==> src/rtl/clk_div_pkg.sv <==
// rtl/clk_div_pkg.sv - shared types and constants for the clock divider
package clk_div_pkg;

   typedef enum logic [1:0] {
      IDLE  = 2'd0,
      RUN   = 2'd1,
      DRAIN = 2'd2
   } div_state_t;

   localparam int unsigned MIN_PERIOD_DFLT = 2;

endpackage

==> src/rtl/clk_div_ctrl_if.sv <==
// rtl/clk_div_ctrl_if.sv - period configuration handshake bundle
interface clk_div_ctrl_if #(
   parameter int unsigned CNT_W = 32
) ();

   logic             cfg_valid;
   logic [CNT_W-1:0] cfg_period;
   logic             cfg_ready;
   logic             cfg_err;

   modport master (
      output cfg_valid,
      output cfg_period,
      input  cfg_ready,
      input  cfg_err
   );

   modport slave (
      input  cfg_valid,
      input  cfg_period,
      output cfg_ready,
      output cfg_err
   );

endinterface

==> src/rtl/div_counter.sv <==
// rtl/div_counter.sv - period counter, wrap detect and square-wave register
module div_counter #(
   parameter int unsigned CNT_W = 32
) (
   input  logic             clk,
   input  logic             rst,
   input  logic             counting_i,
   input  logic             keep_i,
   input  logic [CNT_W-1:0] period_i,
   input  logic [CNT_W-1:0] period_nxt_i,
   output logic             wrap_o,
   output logic             div_out_o
);

   logic [CNT_W-1:0] count_q, count_d;
   logic             div_q;

   assign wrap_o    = counting_i && (count_q == (period_i - CNT_W'(1)));
   assign div_out_o = div_q;

   always_comb begin
      count_d = count_q + CNT_W'(1);
      if (!counting_i || wrap_o) begin
         count_d = '0;
      end
   end

   // div_out is compared against the next count and next period so it lines up with count
   always_ff @(posedge clk) begin
      if (rst) begin
         count_q <= '0;
         div_q   <= 1'b0;
      end else begin
         count_q <= keep_i ? count_d : '0;
         div_q   <= keep_i && (count_d >= (period_nxt_i >> 1));
      end
   end

endmodule

==> src/rtl/clk_div_ctrl.sv <==
// rtl/clk_div_ctrl.sv - run-controlled divider with glitch-free period reload
module clk_div_ctrl
   import clk_div_pkg::*;
#(
   parameter int unsigned CNT_W          = 32,
   parameter int unsigned DEFAULT_PERIOD = 20000000,
   parameter int unsigned MIN_PERIOD     = MIN_PERIOD_DFLT
) (
   input  logic             clk,
   input  logic             rst,
   input  logic             start,
   input  logic             stop,
   clk_div_ctrl_if.slave    cfg,
   output logic             div_out,
   output logic             tick,
   output logic             running,
   output logic [CNT_W-1:0] period_cur
);

   div_state_t       state_q;
   logic [CNT_W-1:0] period_q, period_d;
   logic [CNT_W-1:0] pend_q;
   logic             rdy_q, err_q, tick_q, run_q, run_d;
   logic             wrap, accept, bad, start_only;

   assign start_only = start & ~stop;
   assign accept     = cfg.cfg_valid & rdy_q;
   assign bad        = cfg.cfg_period < CNT_W'(MIN_PERIOD);

   always_comb begin
      period_d = period_q;
      if (accept && !bad && state_q == IDLE) begin
         period_d = cfg.cfg_period;
      end else if (wrap && !rdy_q) begin
         period_d = pend_q;
      end
      run_d = 1'b0;
      case (state_q)
         IDLE:    run_d = start_only;
         RUN:     run_d = !(stop && wrap);
         DRAIN:   run_d = start_only || !wrap;
         default: run_d = 1'b0;
      endcase
   end

   div_counter #(.CNT_W(CNT_W)) u_counter (
      .clk          (clk),
      .rst          (rst),
      .counting_i   (state_q != IDLE),
      .keep_i       (run_d),
      .period_i     (period_q),
      .period_nxt_i (period_d),
      .wrap_o       (wrap),
      .div_out_o    (div_out)
   );

   always_ff @(posedge clk) begin
      if (rst) begin
         state_q  <= IDLE;
         period_q <= CNT_W'(DEFAULT_PERIOD);
         pend_q   <= '0;
         rdy_q    <= 1'b1;
         err_q    <= 1'b0;
         tick_q   <= 1'b0;
         run_q    <= 1'b0;
      end else begin
         case (state_q)
            IDLE:    if (start_only) state_q <= RUN;
            RUN:     if (stop) state_q <= run_d ? DRAIN : IDLE;
            DRAIN: begin
               if (start_only)  state_q <= RUN;
               else if (wrap)   state_q <= IDLE;
            end
            default: state_q <= IDLE;
         endcase
         period_q <= period_d;
         run_q    <= run_d;
         tick_q   <= wrap;
         err_q    <= accept && bad;
         // An offer landing on a wrap is held for the following wrap
         if (accept && !bad && state_q != IDLE) begin
            pend_q <= cfg.cfg_period;
            rdy_q  <= 1'b0;
         end else if (wrap) begin
            rdy_q  <= 1'b1;
         end
      end
   end

   assign cfg.cfg_ready = rdy_q;
   assign cfg.cfg_err   = err_q;
   assign tick          = tick_q;
   assign running       = run_q;
   assign period_cur    = period_q;

endmodule

==> src/flat_wrapper.sv <==
// flat-port wrapper written by rule: the top's interface ports become plain ports
module clk_div_ctrl_flat import clk_div_pkg::*;
#(
   parameter int unsigned CNT_W          = 32,
   parameter int unsigned DEFAULT_PERIOD = 20000000,
   parameter int unsigned MIN_PERIOD     = MIN_PERIOD_DFLT
)
  (clk, rst, start, stop, div_out, tick, running, period_cur, cfg_cfg_valid, cfg_cfg_period, cfg_cfg_ready, cfg_cfg_err);
  clk_div_ctrl_if #(.CNT_W(CNT_W)) cfg_i ();
  input  logic clk;
  input  logic rst;
  input  logic start;
  input  logic stop;
  output logic div_out;
  output logic tick;
  output logic running;
  output logic [CNT_W-1:0] period_cur;
  input wire logic [$bits(cfg_i.cfg_valid)-1:0] cfg_cfg_valid;
  input wire logic [$bits(cfg_i.cfg_period)-1:0] cfg_cfg_period;
  output wire logic [$bits(cfg_i.cfg_ready)-1:0] cfg_cfg_ready;
  output wire logic [$bits(cfg_i.cfg_err)-1:0] cfg_cfg_err;
  assign cfg_i.cfg_valid = cfg_cfg_valid;
  assign cfg_i.cfg_period = cfg_cfg_period;
  assign cfg_cfg_ready = cfg_i.cfg_ready;
  assign cfg_cfg_err = cfg_i.cfg_err;
  clk_div_ctrl #(.CNT_W(CNT_W), .DEFAULT_PERIOD(DEFAULT_PERIOD), .MIN_PERIOD(MIN_PERIOD)) u_core (.clk(clk), .rst(rst), .start(start), .stop(stop), .cfg(cfg_i), .div_out(div_out), .tick(tick), .running(running), .period_cur(period_cur));
endmodule
==> config.mk <==
export PLATFORM = sky130hd
export DESIGN_NAME = clk_div_ctrl_flat
export DESIGN_NICKNAME = d
export VERILOG_FILES = /design/src/rtl/clk_div_pkg.sv /design/src/rtl/clk_div_ctrl_if.sv /design/src/rtl/div_counter.sv /design/src/rtl/clk_div_ctrl.sv /design/src/flat_wrapper.sv
export SDC_FILE = /design/constraint.sdc
export NUM_CORES = 1
export LEC_CHECK = 0
export ABC_CLOCK_PERIOD_IN_PS = 14100
export CORE_UTILIZATION = 50
export CTS_BUF_LIST = sky130_fd_sc_hd__clkbuf_16
export DETAILED_ROUTE_END_ITERATION = 6
export GPL_TIMING_DRIVEN = 1
export MAX_ROUTING_LAYER = met4
export PLACE_DENSITY = 0.71
export RECOVER_POWER = 100
export SKIP_CTS_REPAIR_TIMING = 1
export SYNTH_ARGS = -nofsm -noshare
export SYNTH_HDL_FRONTEND = slang
export SYNTH_SLANG_ARGS = --single-unit
==> constraint.sdc <==
create_clock -name clk -period 14.1 [get_ports clk]
set_clock_uncertainty 0.15 [all_clocks]
set_input_delay 1.41 -clock clk [delete_from_list [all_inputs] [get_ports clk]]
set_output_delay 1.41 -clock clk [all_outputs]
set_load 0.005 [all_outputs]
==> run metrics <==
Avg Cell Area, Syn 7.678 sq um; crit path capture type flip-flop; register area share after synthesis 30.28%; Setup TNS 0 ns; routed vias/inst 5.839; Comb pwr share between 10% and 20%; GPL Wtd Cong between 0.9 and 1; GRT Residual Overflow 0; vias in the first global route just under 6000; WP data arrival around 8 ns; Startpoint Class flip-flop; port bufs 73; Final Setup Violations 0; ant diodes 0; Netlist cell types 62; Req. time, crit path 14.24 ns; FILL cells between 1000 and 1500; FF/Latch Area slightly above 2000 sq um; Area Growth Syn to Fin 15.03%; Worst-Margin Slew about 3.2 ns; first-pass GRT wire length slightly above 30 mm; RSZ-0062 raised after global routing no; Syn Inst Count a little under 900; dpl hpwl around 14 mm; GRT Total Usage about 28%; net load switching power 0.2053 mW; Starting Density between 50% and 60%; #FFs+latches synth between 100 and 150; post-synthesis instance area about 7000 sq um; Pleak 2.996 nW; DRT Wirelength around 19 mm; CTS sink cnt ~100; I/O pin total 74; Async SR Flop Fraction 0%; H-tree Lvls 3; relative slew slack -110.5%; Placed Cells between 1000 and 1500; CTS tree done; cell-internal power between 0.4 and 0.5 mW; die area 14090 sq um; outcome complete, but fails checks; largest net degree at the start of global routing 71; Post-synth EDFFs 0; Layout Nets 994; layout cells sized above 1 under 10%; final worst-path cycle share a little under three fifths; vias post-DR ~6500; Max Root-Sink Buffers 2; row count 42; syn nets 957; Max FO, Critical Path 12; multi-input combinational cell area between 4000 and 5000 sq um; clk_lat worst skew approximately 0.34 ns; Max Fclk roughly 130 MHz; number of CTS-inserted buffers 9; core area around 13000 sq um; drt first pass iters 5; Worst Setup Path Type flip-flop to flip-flop; maxcap violations 2; Final Non-Filler Cells about 1100; clock transition at the registers of the reported paths around 0.070 ns; # DRC 0; die width around 120 um; Hold Path Class flip-flop to flip-flop; Flop pwr share a little under half; Clk network pwr share between 30% and 40%; fin util 59.16%; initial antenna violation count 0; drt initial violations approximately 490; Final Hold Vio Count 0; Switching Share ~30%; Slew Limit Fails between 90 and 100; DIE HEIGHT roughly 120 um; YS warnings 0; power density cells approximately 90 nW/um^2; Top FF cell, synth dfxtp_1; CTS Root Cell clkbuf_16; Tmin final approximately 8 ns; WL per Instance roughly 17 um; DRT antenna net count 0; failing checks capacitance limit, slew limit; VDD IR max between 0.06 and 0.07 mV
[synth_stat cells, types with 4 or more instances]
| master | count | share of area (%) |
|---|---|---|
| and4_1 | 5 | 0.64 |
| nand2_1 | 156 | 8.6 |
| nor2b_1 | 11 | 1.0 |
| mux2_2 | 17 | 2.8 |
| clkbuf_1 | 48 | 2.6 |
| nand3_1 | 18 | 1.3 |
| nor3_1 | 17 | 1.2 |
| or4_1 | 13 | 1.4 |
| nand2b_1 | 5 | 0.46 |
| nand4_1 | 22 | 2.0 |
| nor4_1 | 23 | 2.1 |
| xnor2_1 | 31 | 4.0 |
| or2_2 | 5 | 0.46 |
| a31oi_1 | 7 | 0.64 |
| dfxtp_1 | 103 | 30 |
| a21o_1 | 13 | 1.4 |
| a311oi_1 | 4 | 0.51 |
| mux2i_1 | 17 | 2.5 |
| ha_1 | 33 | 6.1 |
| a211oi_1 | 12 | 1.3 |
| nor2_1 | 69 | 3.8 |
| a211o_1 | 9 | 1.2 |
| a21oi_1 | 72 | 5.3 |
| or3_1 | 5 | 0.46 |
| o211ai_1 | 5 | 0.55 |
| xor2_1 | 28 | 3.6 |
| o21ai_0 | 15 | 1.1 |
| and2_1 | 48 | 4.4 |
| inv_1 | 16 | 0.88 |
| and3_1 | 13 | 1.2 |
[worst max-delay path: stages, from the launching register on]
cell and delay, ns:
dfxtp_1 0.38, nor4_1 1.14, nand4_1 0.76, or4_1 0.74, a32o_1 0.23, or4_1 0.49, or4_1 0.68, or4_1 0.76
mux2i_1 0.27, a21oi_1 0.10, ha_1 0.30, nand2b_1 0.09, a21o_1 0.11, a211oi_1 0.08, o311a_1 0.34, a2111oi_0 0.59
a211oi_1 0.11, o21ai_0 0.17, and3_1 0.16, o31a_1 0.11
[kinds of logic after synthesis]
| logic type | Yosys count | synth area share, % |
|---|---|---|
| AO/OA/AOI/OAI | 160 | 14.81 |
| adder cells (fa/ha/maj) | 33 | 6.063 |
| XOR/XNOR | 59 | 7.588 |
| flip-flops | 103 | 30.28 |
| buffers and inverters | 70 | 4.226 |
| multiplexers | 34 | 5.309 |
| AND/OR/NAND/NOR | 428 | 31.73 |
[cell type report]
type                    instances  share of cell area, %
clock inverters                 7                 0.5111
flip-flops and latches        103                  26.32
clock buffers                   9                  2.875
well taps                     176                  2.811
inverters                      16                 0.7667
multi-input cells             714                  56.92
repair buffers                 80                  9.791
[layer usage]
metal | up-vias | global-route usage, % | share of wire (%)
met5 | - | - | 0
met4 | 0 | 9.573 | 2.0
met3 | 26 | 3.089 | 6.9
met2 | 241 | 38.19 | 41
met1 | 2975 | 42.10 | 50
li1 | 3210 | - | -
[registers in the layout, indices dropped and copies added (netlist names)]
name / flops
u_core.cfg.cfg_ready: 1
u_core.state_q: 2
u_core.pend_q: 32
u_core.u_counter.div_out_o: 1
u_core.period_cur: 32
u_core.u_counter.count_q: 32
u_core.cfg.cfg_err: 1
u_core.tick: 1
u_core.running: 1
[path summary, 6_finish.rpt]
check                                          start                          to  slack [ns]  cells past startpoint
worst max-delay path            u_core.period_cur[6]  u_core.u_counter.div_out_o        6.26                     19
worst min-delay path               u_core.pend_q[24]           u_core.pend_q[24]        0.31                      2
worst max register to register  u_core.period_cur[6]  u_core.u_counter.div_out_o        6.26                     19
worst min register to register     u_core.pend_q[24]           u_core.pend_q[24]        0.31                      2
[per-stage QoR]
| step | instance area, sq um | setup WS (ns) | total power [mW] | hold slack (ns) |
|---|---|---|---|---|
| floorplan | 6810 | 8.233 | 0.4070 | 0.2857 |
| global placement | 7602 | 7.407 | 0.4653 | 0.2930 |
| detailed placement | 7602 | 7.265 | 0.4652 | 0.2973 |
| CTS | 7868 | 7.246 | 0.6898 | 0.3078 |
| global route | 7834 | 5.722 | 0.7160 | 0.3232 |
| finish | 7834 | 6.262 | 0.6848 | 0.3057 |
[power by group through the flow]
stage / combinational, mW / clock [mW] / sequential [mW]
5_1_grt: 0.149 / 0.243 / 0.323
3_5_place_dp: 0.137 / 0 / 0.329
6_report: 0.136 / 0.227 / 0.322
2_1_floorplan: 0.0879 / 0 / 0.319
3_3_place_gp: 0.137 / 0 / 0.328
4_1_cts: 0.138 / 0.230 / 0.322
[layout by cell type, fill, tap and decap left out, drive strengths merged, types with 18 or more instances in the layout]
master	count
clkdlybuf4s50	35
xor2	28
dfxtp	103
xnor2	31
nor2	69
dlygate4sd3	37
nor4	24
inv	18
ha	33
a21oi	72
and2	48
nand3	18
nand4	22
nand2	156
(Power assumes the default switching activity.)
